--- src/rtl/disk_head_ctrl.sv ---
// Disk II head positioner and track/save handshake feeding the SD track loader.
// Decodes stepper phases into a half-track position and generates the rotating track RAM address.
module disk_head_ctrl (
    input  logic        clk,
    input  logic        reset_n,
    input  logic [3:0]  phase,
    input  logic        motor_on,
    input  logic        byte_tick,
    input  logic        write_strobe,
    input  logic        busy,
    output logic [5:0]  track,
    output logic        save_track,
    output logic        dirty,
    output logic [12:0] track_addr
);
    localparam logic [6:0]  HT_MAX    = 7'd69;
    localparam logic [12:0] ADDR_LAST = 13'd6655;

    typedef enum logic [1:0] {IDLE, REQ, WAIT} state_t;

    state_t      state;
    logic [6:0]  ht;
    logic        motor_q;
    logic [1:0]  c_out;
    logic [1:0]  c_in;
    logic        step_out;
    logic        step_in;
    logic [5:0]  target;
    logic        motor_fall;

    // Adjacent magnets relative to the current quarter-phase; 2-bit wrap gives the mod-4.
    always_comb begin
        c_out    = ht[1:0] + 2'd1;
        c_in     = ht[1:0] + 2'd3;
        step_out = motor_on & phase[c_out] & ~phase[c_in];
        step_in  = motor_on & phase[c_in]  & ~phase[c_out];
    end

    assign target     = ht[6:1];
    assign motor_fall = motor_q & ~motor_on;

    always_ff @(posedge clk or negedge reset_n) begin
        if (!reset_n) begin
            ht      <= '0;
            motor_q <= 1'b0;
        end else begin
            motor_q <= motor_on;
            if (step_out && ht != HT_MAX)
                ht <= ht + 7'd1;
            else if (step_in && ht != 7'd0)
                ht <= ht - 7'd1;
        end
    end

    always_ff @(posedge clk or negedge reset_n) begin
        if (!reset_n)
            track_addr <= '0;
        else if (motor_on && byte_tick)
            track_addr <= (track_addr == ADDR_LAST) ? 13'd0 : track_addr + 13'd1;
    end

    // track stays frozen on the old value until the loader has latched the save.
    always_ff @(posedge clk or negedge reset_n) begin
        if (!reset_n) begin
            state      <= IDLE;
            track      <= '0;
            save_track <= 1'b0;
            dirty      <= 1'b0;
        end else begin
            if (write_strobe && !busy)
                dirty <= 1'b1;
            case (state)
                IDLE: begin
                    if (!dirty)
                        track <= target;
                    else if (target != track || motor_fall) begin
                        save_track <= 1'b1;
                        state      <= REQ;
                    end
                end
                REQ: begin
                    if (busy) begin
                        save_track <= 1'b0;
                        dirty      <= 1'b0;
                        track      <= target;
                        state      <= WAIT;
                    end
                end
                WAIT: begin
                    if (!busy)
                        state <= IDLE;
                end
                default: state <= IDLE;
            endcase
        end
    end
endmodule

--- config.mk ---
export PLATFORM = sky130hd
export DESIGN_NAME = disk_head_ctrl
export DESIGN_NICKNAME = d
export VERILOG_FILES = /design/src/rtl/disk_head_ctrl.sv
export SDC_FILE = /design/constraint.sdc
export NUM_CORES = 1
export LEC_CHECK = 0
export ABC_AREA = 1
export CORE_AREA = 3 3 59 83
export DETAILED_ROUTE_END_ITERATION = 8
export DIE_AREA = 0 0 62 86
export DONT_BUFFER_PORTS = 1
export GPL_TIMING_DRIVEN = 0
export HOLD_SLACK_MARGIN = 0.12
export PLACE_DENSITY_LB_ADDON = 0.1
export SETUP_SLACK_MARGIN = 0.3
export SYNTH_ARGS = -nofsm -noshare
export SYNTH_HDL_FRONTEND = slang
export SYNTH_SLANG_ARGS = --single-unit
--- constraint.sdc ---
create_clock -name clk -period 5.8 [get_ports clk]
set_clock_uncertainty 0.15 [all_clocks]
set_input_delay 0.87 -clock clk [delete_from_list [all_inputs] [get_ports clk]]
set_output_delay 0.87 -clock clk [all_outputs]
set_load 0.005 [all_outputs]
==> results.sh, run 1 <==
export IMPL_rr_startpoint="ht[0]"
export IMPL_crit_chain="buf_6, inv_6, ha_1, inv_1, nand3_1, nand2_1, nor2_4, nand2_4, ha_1, nand2_1, or2_2, nand3_1, nand2_1, nand3_4, nand2_2"
export IMPL_grt_pass1_wl_mm=7.27
export IMPL_grt_max_degree=27
export IMPL_vias=1623
export IMPL_drtIter0Drc=58
export IMPL_synth_top_cell_area_share_pct=37.5
export IMPL_r2r_end="ht[5]"
export IMPL_ys_flop_type="dfrtp_1"
export IMPL_ioPinCount=31
export IMPL_syn_instance_count=257
export IMPL_yosys_area_top_type="dfrtp_1"
export IMPL_yosysSeqAreaShare_pct=37.5
export IMPL_firstDrtPassIters=4
export IMPL_grt_use_total_pct=18.1
export IMPL_drive_above_1_share_pct=17.6
export IMPL_max_cap_violations=0
export IMPL_fill_cells=401
export IMPL_antenna_found_initial=0
export IMPL_worstRegToRegCells=15
export IMPL_dp_hpwl_mm=3.31
export IMPL_startpoint="ht[0]"
export IMPL_first_global_vias=1610
export IMPL_clockBufferDepth=2
export IMPL_routed_wl_mm=4.20
export IMPL_htree_levels=2
export IMPL_synthTopCellsByArea="dfrtp_1, nand2_1, nand3_1"
export IMPL_cts_resized=0
export IMPL_cp_end_kind="flop"
export IMPL_synth_edf_count=0
export IMPL_cts_tree="done"
export IMPL_synth_top_cells_by_count="nand2_1, dfrtp_1, inv_1, nand3_1, nor2_1"
export IMPL_relSlewSlack_pct=77.3
export IMPL_finalWeightedCongestion=0.786
export IMPL_syn_mean_instance_area_um2=8.05
export IMPL_rows=28
export IMPL_worstMarginPinSlew_ps=339
export IMPL_cpPeakStageDelay_ps=430
export IMPL_fin_crit_ps=2880
export IMPL_ant_nets=0
export IMPL_cts_num_sinks=31
export IMPL_synth_most_common_cell="nand2_1"
export IMPL_wl_per_cell_um=12.8
export IMPL_tns_ps=0
export IMPL_cts_setup_buffers=0
export IMPL_arrival_ps=2900
export IMPL_cp_data_required_time_ps=5820
export IMPL_diodes=0
export IMPL_syn_cell_area_mm2=0.00207
export IMPL_initial_core_util_pct=48.8
export IMPL_place_inst=317
export IMPL_startpoint_type="flop"
export IMPL_drv_slew=0
export IMPL_crit_type="reg -> reg"
export IMPL_synth_distinct_cells=33
export IMPL_met1Wirelength_mm=1.72
export IMPL_insertion_delay_ps=280
export IMPL_area_growth_pct=10.1
export IMPL_via_per_inst=4.96
export IMPL_die_h_um=86
export IMPL_power_leakage_uw=0.00112
export IMPL_overflow=0
export IMPL_top_layer="met4"
export IMPL_worst_path_most_repeated_cell="nand2_1"
export IMPL_path_clk_slew_ps=70
export IMPL_ys_async_sr_fraction_pct=100
export IMPL_rsz0062_at_grt="false"
export IMPL_hold_violations=0
export IMPL_holdCritPathClass="in -> async"
export IMPL_powerDensity_mw_per_mm2=607
export IMPL_ir_drop_v=0.000320
export IMPL_fmax_mhz=347
export IMPL_cts_hold_buf=2
export IMPL_die_x_um=62
export IMPL_met2WireLength_mm=2.19
export IMPL_synth_warnings=0
export IMPL_met3_length_um=205
export IMPL_status="finished, final reports clean"
export IMPL_io_buffers=0
export IMPL_coreArea_mm2=0.00424
export IMPL_stdcell_count=327
export IMPL_critPathSlowestCell="dfrtp_1"
export IMPL_dieArea_mm2=0.00533
export IMPL_fin_crit_sh_pct=49.6
export IMPL_cp_max_fo=12
export IMPL_r2r_setup_slack_ps=2920
export IMPL_ys_seq_elements=31
export IMPL_nets=286
export IMPL_cts_made_buffers=5
export IMPL_cts_root_buf="clkbuf_8"
export IMPL_synth_fp_nets=277
export IMPL_finalSetupViolCount=0
export IMPL_drc=0
-- per-layer routing --
layer,vias to the layer above,GRT usage [%]
li1,854,-
met4,0,6.95
met3,6,5.12
met1,737,19.9
met5,-,0
met2,26,31.4
-- registers in the layout, summed over array words and instances, names as in the netlist --
register    count
state           2
track           6
dirty           1
track_addr     13
save_track      1
motor_q         1
ht              7
-- final cells by class --
cell class	count	area (um^2)	share of cell area, %
timing repair buffer	2	30.0	1.32
tap	60	75.1	3.29
multi-input combinational	188	1130	49.6
buffer	3	27.5	1.21
inverter	35	136	5.99
clock buffer	7	96.3	4.23
sequential	31	776	34.0
clock inverter	1	7.51	0.329
-- worst max-delay path, delay by kind of cell (launching register included) --
family        cells  cell delay (ps)
simple gates     10             1120
flops             1              430
buf+inv           3              320
fa+ha+maj         2              750
-- power by group --
part           total, uW  internal (uW)  switching, uW
logic                782            318            464
clock network        188            108           80.2
registers            413            298            115
-- worst max path at each step --
stage,to,slack [ps],cells past startpoint
after global placement,ht[5],2940,14
after floorplan,ht[5],3180,15
final,ht[5],2920,15
after global routing,ht[6],2660,16
after CTS,ht[5],2890,14
after detailed placement,ht[5],2900,14
-- cells in the final DEF (no fill, tap or decap), types with 2 or more instances in the layout --
master / n
nand2_2: 9
nor2_2: 3
dfrtp_1: 31
ha_1: 9
xor2_1: 5
o21ai_0: 2
xnor2_1: 7
nor3b_1: 3
inv_1: 30
inv_2: 4
o21ai_1: 7
nor3_1: 4
nor2_4: 3
o21ai_2: 2
a21oi_1: 12
nor2_1: 17
clkbuf_8: 7
buf_6: 2
nand2_4: 3
nand2_1: 54
nand3_2: 4
nand3_1: 29
nand4_1: 6
-- metrics by stage --
stage	hold slack, ps	utilization, %	power [uW]	setup slack [ps]	cell area, um^2
after CTS	238	53.7	1410	2890	2280
after global placement	350	50.6	1190	2940	2140
after global routing	234	53.7	1540	2660	2280
final	245	53.7	1380	2920	2280
after floorplan	323	-	1060	3180	2070
after detailed placement	360	50.6	1210	2900	2140
-- cells by family after synthesis --
kind of cell / after synthesis / share of synthesized area, %
AOI/OAI and AO/OA: 25 / 6.95
buffers and inverters: 38 / 7.92
xor gates and xnor gates: 12 / 5.08
adders and majority gates: 10 / 6.41
and+or+nand+nor: 141 / 36.2
DFF: 31 / 37.5
No activity file was read; power rests on OpenSTA's default activity.
==> run 2: changes to the inputs <==
- clock period: 5.8 -> 2.5 ns (I/O delays scaled with it)
==> run 2 against run 1 <==
  * Largest cell class unchanged
  * Fmax up 16%
  * Non-clock buffer count grew 20
  * Clock power rose to 2.7 times the previous value
  * Sequential power increased by 130%
  * First-iteration DRC count up 50%
  * Worst setup slack lost 2900 ps
  * Register-to-register slack got worse by 2900 ps
  * Core utilization rose by 9.7 points
  * Critical path depth unchanged
  * Sequential cell count stayed put
==> results.sh, run 2 (same netlist as run 1, synthesis figures left out) <==
export IMPL_status="finished, final reports clean"
export IMPL_ant_nets=0
export IMPL_power_frac_clock_pct=11.7
export IMPL_fin_crit_ps=2480
export IMPL_via_per_inst=5.14
export IMPL_pre_cts_slack_ps=-207
export IMPL_wl_per_cell_um=13.6
export IMPL_drv_slew=0
export IMPL_place_inst=317
export IMPL_finalWeightedCongestion=0.774
export IMPL_firstDrtPassIters=4
export IMPL_ioPinCount=31
export IMPL_crit_type="reg -> reg"
export IMPL_overflow=0
export IMPL_cp_top_family="simple AND/OR/NAND/NOR gates"
export IMPL_r2r_end="ht[6]"
export IMPL_grt_use_total_pct=20.0
export IMPL_min_delay_worst_endpoint="dirty"
export IMPL_cts_num_sinks=31
export IMPL_r2r_setup_slack_ps=20
export IMPL_initial_core_util_pct=48.8
export IMPL_dieArea_mm2=0.00533
export IMPL_coreArea_mm2=0.00424
export IMPL_cpPeakStageDelay_ps=440
export IMPL_startpoint_type="flop"
export IMPL_rows=28
export IMPL_cp_max_fo=5
export IMPL_routed_wl_mm=4.74
export IMPL_final_cell_mix="nand2_1, dfrtp_1, inv_1"
export IMPL_hold_violations=0
export IMPL_internal_power_uw=2360
export IMPL_nets=307
export IMPL_worstHoldPathCells=2
export IMPL_post_route_util_pct=63.4
export IMPL_diodes=0
export IMPL_crit_chain="buf_6, inv_8, ha_4, inv_4, nand3_4, nand2_4, nor2_4, nand2_8, fa_2, nand3_1, nand3_2, nand3_2, nand2_1, nand2_1, nand2_1"
export IMPL_critPathSlowestCell="fa_2"
export IMPL_clockBufferDepth=2
export IMPL_die_x_um=62
export IMPL_io_buffers=0
export IMPL_seqPwrFrac_pct=22.3
export IMPL_swShare_pct=45.6
export IMPL_whs_ps=133
export IMPL_largestRegisters="track_addr: 13 flops, ht: 7 flops, track: 6 flops"
export IMPL_fill_cells=382
export IMPL_worstRegToRegCells=15
export IMPL_power_switching_uw=1970
export IMPL_top_register="track_addr"
export IMPL_fin_crit_sh_pct=99.3
export IMPL_startpoint="ht[0]"
export IMPL_powerDensity_mw_per_mm2=1610
export IMPL_die_h_um=86
export IMPL_htree_levels=2
export IMPL_worst_path_most_repeated_cell="nand2_1"
export IMPL_rsz0062_at_grt="true"
export IMPL_area_growth_pct=29.9
export IMPL_min_from="write_strobe"
export IMPL_fin_ws_ps=16.4
export IMPL_arrival_ps=2500
export IMPL_stdcell_count=348
export IMPL_worstMarginPinSlew_ps=402
export IMPL_ir_drop_v=0.00102
export IMPL_largest_reg_flops=13
export IMPL_max_cap_violations=0
export IMPL_grt_max_degree=32
export IMPL_antenna_found_initial=0
export IMPL_drtIter0Drc=87
export IMPL_cts_root_buf="clkbuf_8"
export IMPL_first_global_vias=1824
export IMPL_relSlewSlack_pct=73.2
export IMPL_path_buf_inv=3
export IMPL_fmax_mhz=403
export IMPL_cts_tree="done"
export IMPL_drc=0
export IMPL_insertion_delay_ps=280
export IMPL_cp_data_required_time_ps=2520
export IMPL_holdCritPathClass="in -> reg"
export IMPL_vias=1790
export IMPL_grt_pass1_wl_mm=8.09
export IMPL_power_frac_comb_pct=65.9
export IMPL_layout_commonest_cell="nand2_1"
export IMPL_drive_above_1_share_pct=34.4
export IMPL_finalSetupViolCount=0
export IMPL_cts_made_buffers=5
export IMPL_power_leakage_uw=0.00126
export IMPL_dp_hpwl_mm=3.38
export IMPL_rr_startpoint="ht[0]"
export IMPL_tns_ps=0
export IMPL_path_clk_slew_ps=70
export IMPL_cp_end_kind="flop"
run 2: cell count changes in the layout (fill, tap and decap cells not counted), moves of 3 or more:
cell / previous run / this run
nand2_2: 9 / 16
a21oi_1: 12 / 8
nand2_1: 54 / 46
inv_2: 4 / 7
ha_4: 0 / 7
inv_1: 30 / 26
ha_1: 9 / 2
nand3_1: 29 / 23
nand3_2: 4 / 9
buf_4: 0 / 13
buf_6: 2 / 7
a21oi_2: 0 / 3
run 2: worst max-delay path by stage:
stage	to	slack (ps)	cells past startpoint
global placement	ht[6]	-200	16
floorplan	ht[5]	100	15
detailed placement	ht[6]	-210	16
global route	ht[6]	-100	15
CTS	ht[6]	40	17
finish	ht[6]	20	15
run 2: metal layers:
metal | vias to the layer above | wire, um | global-route usage (%)
li1 | 891 | - | -
met1 | 843 | 1850 | 22.0
met2 | 44 | 2590 | 36.0
met3 | 12 | 165 | 3.16
met4 | 0 | 127 | 7.92
met5 | - | 0 | 0
run 2: cell type report:
cell class	instances	area (um^2)	area share (%)
tap	60	75.1	2.79
sequential	31	777	28.9
clock inverter	2	35.0	1.30
buffer	3	27.5	1.02
clock buffer	6	82.6	3.07
timing repair buffer	22	204	7.58
inverter	35	141	5.26
multi-input combinational	189	1350	50.1
run 2: stage by stage:
step	total power, uW	cell area, um^2
final	4330	2690
after global routing	4710	2690
after CTS	4080	2590
after detailed placement	3100	2250
after global placement	3060	2250
after floorplan	2730	2180
run 2: worst register-to-register path: cells and delay by family, from the launching register on:
kind,cells,cell delay (ps)
AND/OR/NAND/NOR,10,890
adder cells (fa/ha/maj),2,730
flip-flops,1,380
buffers and inverters,3,220
run 2: repair_timing:
action / CTS / global route
gates resized for setup: 18 / 14
endpoints found under the setup margin: 6 / 7
hold endpoints to repair: 35 / 0
setup buffers: 13 / 5
gates cloned: 1 / 0
hold buffers: 4 / 0
pin swaps: 23 / 17
run 2: power groups by stage:
stage                     sequential, uW  combinational [uW]  clock, uW
after floorplan                      907                1830          0
after global placement               988                2070          0
after detailed placement             989                2110          0
after CTS                            967                2590        521
after global routing                1000                3170        547
final                                966                2850        507
==> run 3: changes to the inputs <==
--- a/config.mk
+++ b/config.mk
@@ -8,7 +8,6 @@
 export ABC_AREA = 1
-export CORE_AREA = 3 3 59 83
+export CORE_AREA = 3 3 58 82
 export DETAILED_ROUTE_END_ITERATION = 8
-export DIE_AREA = 0 0 62 86
+export DIE_AREA = 0 0 61 85
 export DONT_BUFFER_PORTS = 1
-export GPL_TIMING_DRIVEN = 0
 export HOLD_SLACK_MARGIN = 0.12
==> constraint.sdc (replaced) <==
create_clock -name clk -period 2.5 [get_ports clk]
set_clock_uncertainty 0.15 [all_clocks]
set_input_delay 0.75 -clock clk [delete_from_list [all_inputs] [get_ports clk]]
set_output_delay 0.75 -clock clk [all_outputs]
set_load 0.005 [all_outputs]
==> run 3 against run 2 <==
  * Critical path depth down 1
  * Worst setup slack gained 140 ps
  * Core utilization is 0.32 points higher
  * Cell area down 1.2%
  * Via count fell by 0.89%
  * Critical path type unchanged
  * Critical endpoint unchanged
  * Largest cell class unchanged
  * Highest routed layer unchanged
==> results.sh, run 3 (same netlist as run 1, synthesis figures left out) <==
export IMPL_arrival_ps=2370
export IMPL_finalSetupViolCount=0
export IMPL_cpPeakStageDelay_ps=400
export IMPL_place_inst=305
export IMPL_clockBufferDepth=2
export IMPL_layout_commonest_cell="nand2_1"
export IMPL_overflow=0
export IMPL_max_cap_violations=0
export IMPL_fin_total_pwr_uw=4360
export IMPL_relSlewSlack_pct=48.4
export IMPL_diodes=0
export IMPL_vias=1774
export IMPL_routed_wl_mm=4.84
export IMPL_cts_tree="done"
export IMPL_hold_violations=0
export IMPL_drc=0
export IMPL_final_cell_mix="nand2_1, dfrtp_1, inv_1"
export IMPL_drtIter0Drc=107
export IMPL_whs_ps=135
export IMPL_die_h_um=85
export IMPL_startpoint_type="flop"
export IMPL_critPathSlowestCell="fa_2"
export IMPL_stdcell_count=332
export IMPL_cp_max_fo=6
export IMPL_cp_top_family="simple AND/OR/NAND/NOR gates"
export IMPL_nets=306
export IMPL_die_x_um=61
export IMPL_finalWeightedCongestion=0.774
export IMPL_power_leakage_uw=0.00125
export IMPL_cts_num_sinks=31
export IMPL_firstDrtPassIters=4
export IMPL_holdCritPathClass="in -> async"
export IMPL_crit_chain="inv_2, ha_4, inv_4, nand3_4, nand2_4, nor2_4, nand2_8, fa_2, inv_2, nor3_4, nor2_2, nand3_1, nand3_1, nand2_1"
export IMPL_drive_above_1_share_pct=36.2
export IMPL_area_growth_pct=28.4
export IMPL_path_clk_slew_ps=70
export IMPL_grt_pass1_wl_mm=8.13
export IMPL_largest_reg_flops=13
export IMPL_dp_hpwl_mm=3.53
export IMPL_grt_use_total_pct=20.9
export IMPL_top_register="track_addr"
export IMPL_first_global_vias=1808
export IMPL_ioPinCount=31
export IMPL_crit_type="reg -> reg"
export IMPL_cts_made_buffers=5
export IMPL_rsz0062_at_grt="true"
export IMPL_ant_nets=0
export IMPL_insertion_delay_ps=280
export IMPL_antenna_found_initial=0
export IMPL_rows=28
export IMPL_fin_crit_sh_pct=93.8
export IMPL_path_buf_inv=3
export IMPL_worstMarginPinSlew_ps=769
export IMPL_drv_slew=0
export IMPL_fin_crit_ps=2340
export IMPL_pre_cts_slack_ps=-14.7
export IMPL_coreArea_mm2=0.00417
export IMPL_cts_root_buf="clkbuf_8"
export IMPL_status="finished, final reports clean"
export IMPL_cp_data_required_time_ps=2530
export IMPL_initial_core_util_pct=49.6
export IMPL_tns_ps=0
export IMPL_via_per_inst=5.34
export IMPL_wl_per_cell_um=14.6
export IMPL_cp_end_kind="flop"
export IMPL_dieArea_mm2=0.00519
export IMPL_largestRegisters="track_addr: 13 flops, ht: 7 flops, track: 6 flops"
export IMPL_grt_max_degree=32
export IMPL_fin_ws_ps=156
export IMPL_htree_levels=2
export IMPL_powerDensity_mw_per_mm2=1640
export IMPL_io_buffers=0
export IMPL_ir_drop_v=0.00118
export IMPL_fmax_mhz=427
## run 3: cell count changes in the layout (fill, tap and decap cells not counted), moves of 2 or more
cell and delta:
nor2_2 +2, dlygate4sd3_1 -3, buf_6 -3, nand2_1 -2, buf_4 +5
## run 3: layout make-up
cell class              instances  area [um^2]
repair buffers                 24          220
clock inverters                 2         35.0
multi-input cells             189         1350
inverters                      35          139
clock buffers                   6         82.6
fillers                       360         1510
flip-flops and latches         31          777
well taps                      45         56.3
## run 3: worst register-to-register path, cell delays in order (launching register included)
cell and delay (ps):
dfrtp_1 360, inv_2 80, ha_4 310, inv_4 50, nand3_4 60, nand2_4 60
nor2_4 180, nand2_8 110, fa_2 400, inv_2 90, nor3_4 40, nor2_2 90
nand3_1 110, nand3_1 90, nand2_1 50
## run 3: final timing paths
path	from	to	slack, ps	cells past startpoint
setup reg to reg	ht[1]	ht[6]	160	14
min in group clk	motor_on	motor_q	340	0
max in group asynchronous	reset_n	ht[0]	1880	1
hold / removal	reset_n	state[1]	140	1
setup / recovery	ht[1]	ht[6]	160	14
hold reg to reg	save_track	save_track	360	2
## run 3: power by group
| group | switching [uW] | internal [uW] | total, uW | leakage [uW] |
|---|---|---|---|---|
| Combinational | 1560 | 1380 | 2940 | 0.000817 |
| Clock | 189 | 322 | 511 | 0.0000612 |
| Sequential | 220 | 694 | 914 | 0.000376 |
| Total | 1970 | 2390 | 4360 | 0.00125 |
## run 3: per-stage QoR
step | util, % | instance area (um^2)
2_1_floorplan | - | 2180
3_3_place_gp | 54.0 | 2250
3_5_place_dp | 54.0 | 2250
4_1_cts | 60.9 | 2540
5_1_grt | 63.7 | 2660
6_report | 63.7 | 2660
## run 3: routing by layer
layer / vias up / global-route usage [%] / part of all wire [%] / wire (um)
met5: - / 0 / 0 / 0
met4: 0 / 10.1 / 3.6 / 176
met3: 15 / 4.41 / 4.9 / 239
met2: 44 / 36.6 / 53 / 2560
met1: 822 / 23.0 / 38 / 1860
li1: 893 / - / - / -
## run 3: timing repair
item | in CTS | in global routing
gates cloned | 1 | 0
pin swaps | 20 | 23
setup buffers | 11 | 6
endpoints found under the hold margin | 31 | 0
hold buffers | 1 | 0
setup endpoints to repair | 6 | 5
gates resized for setup | 17 | 16
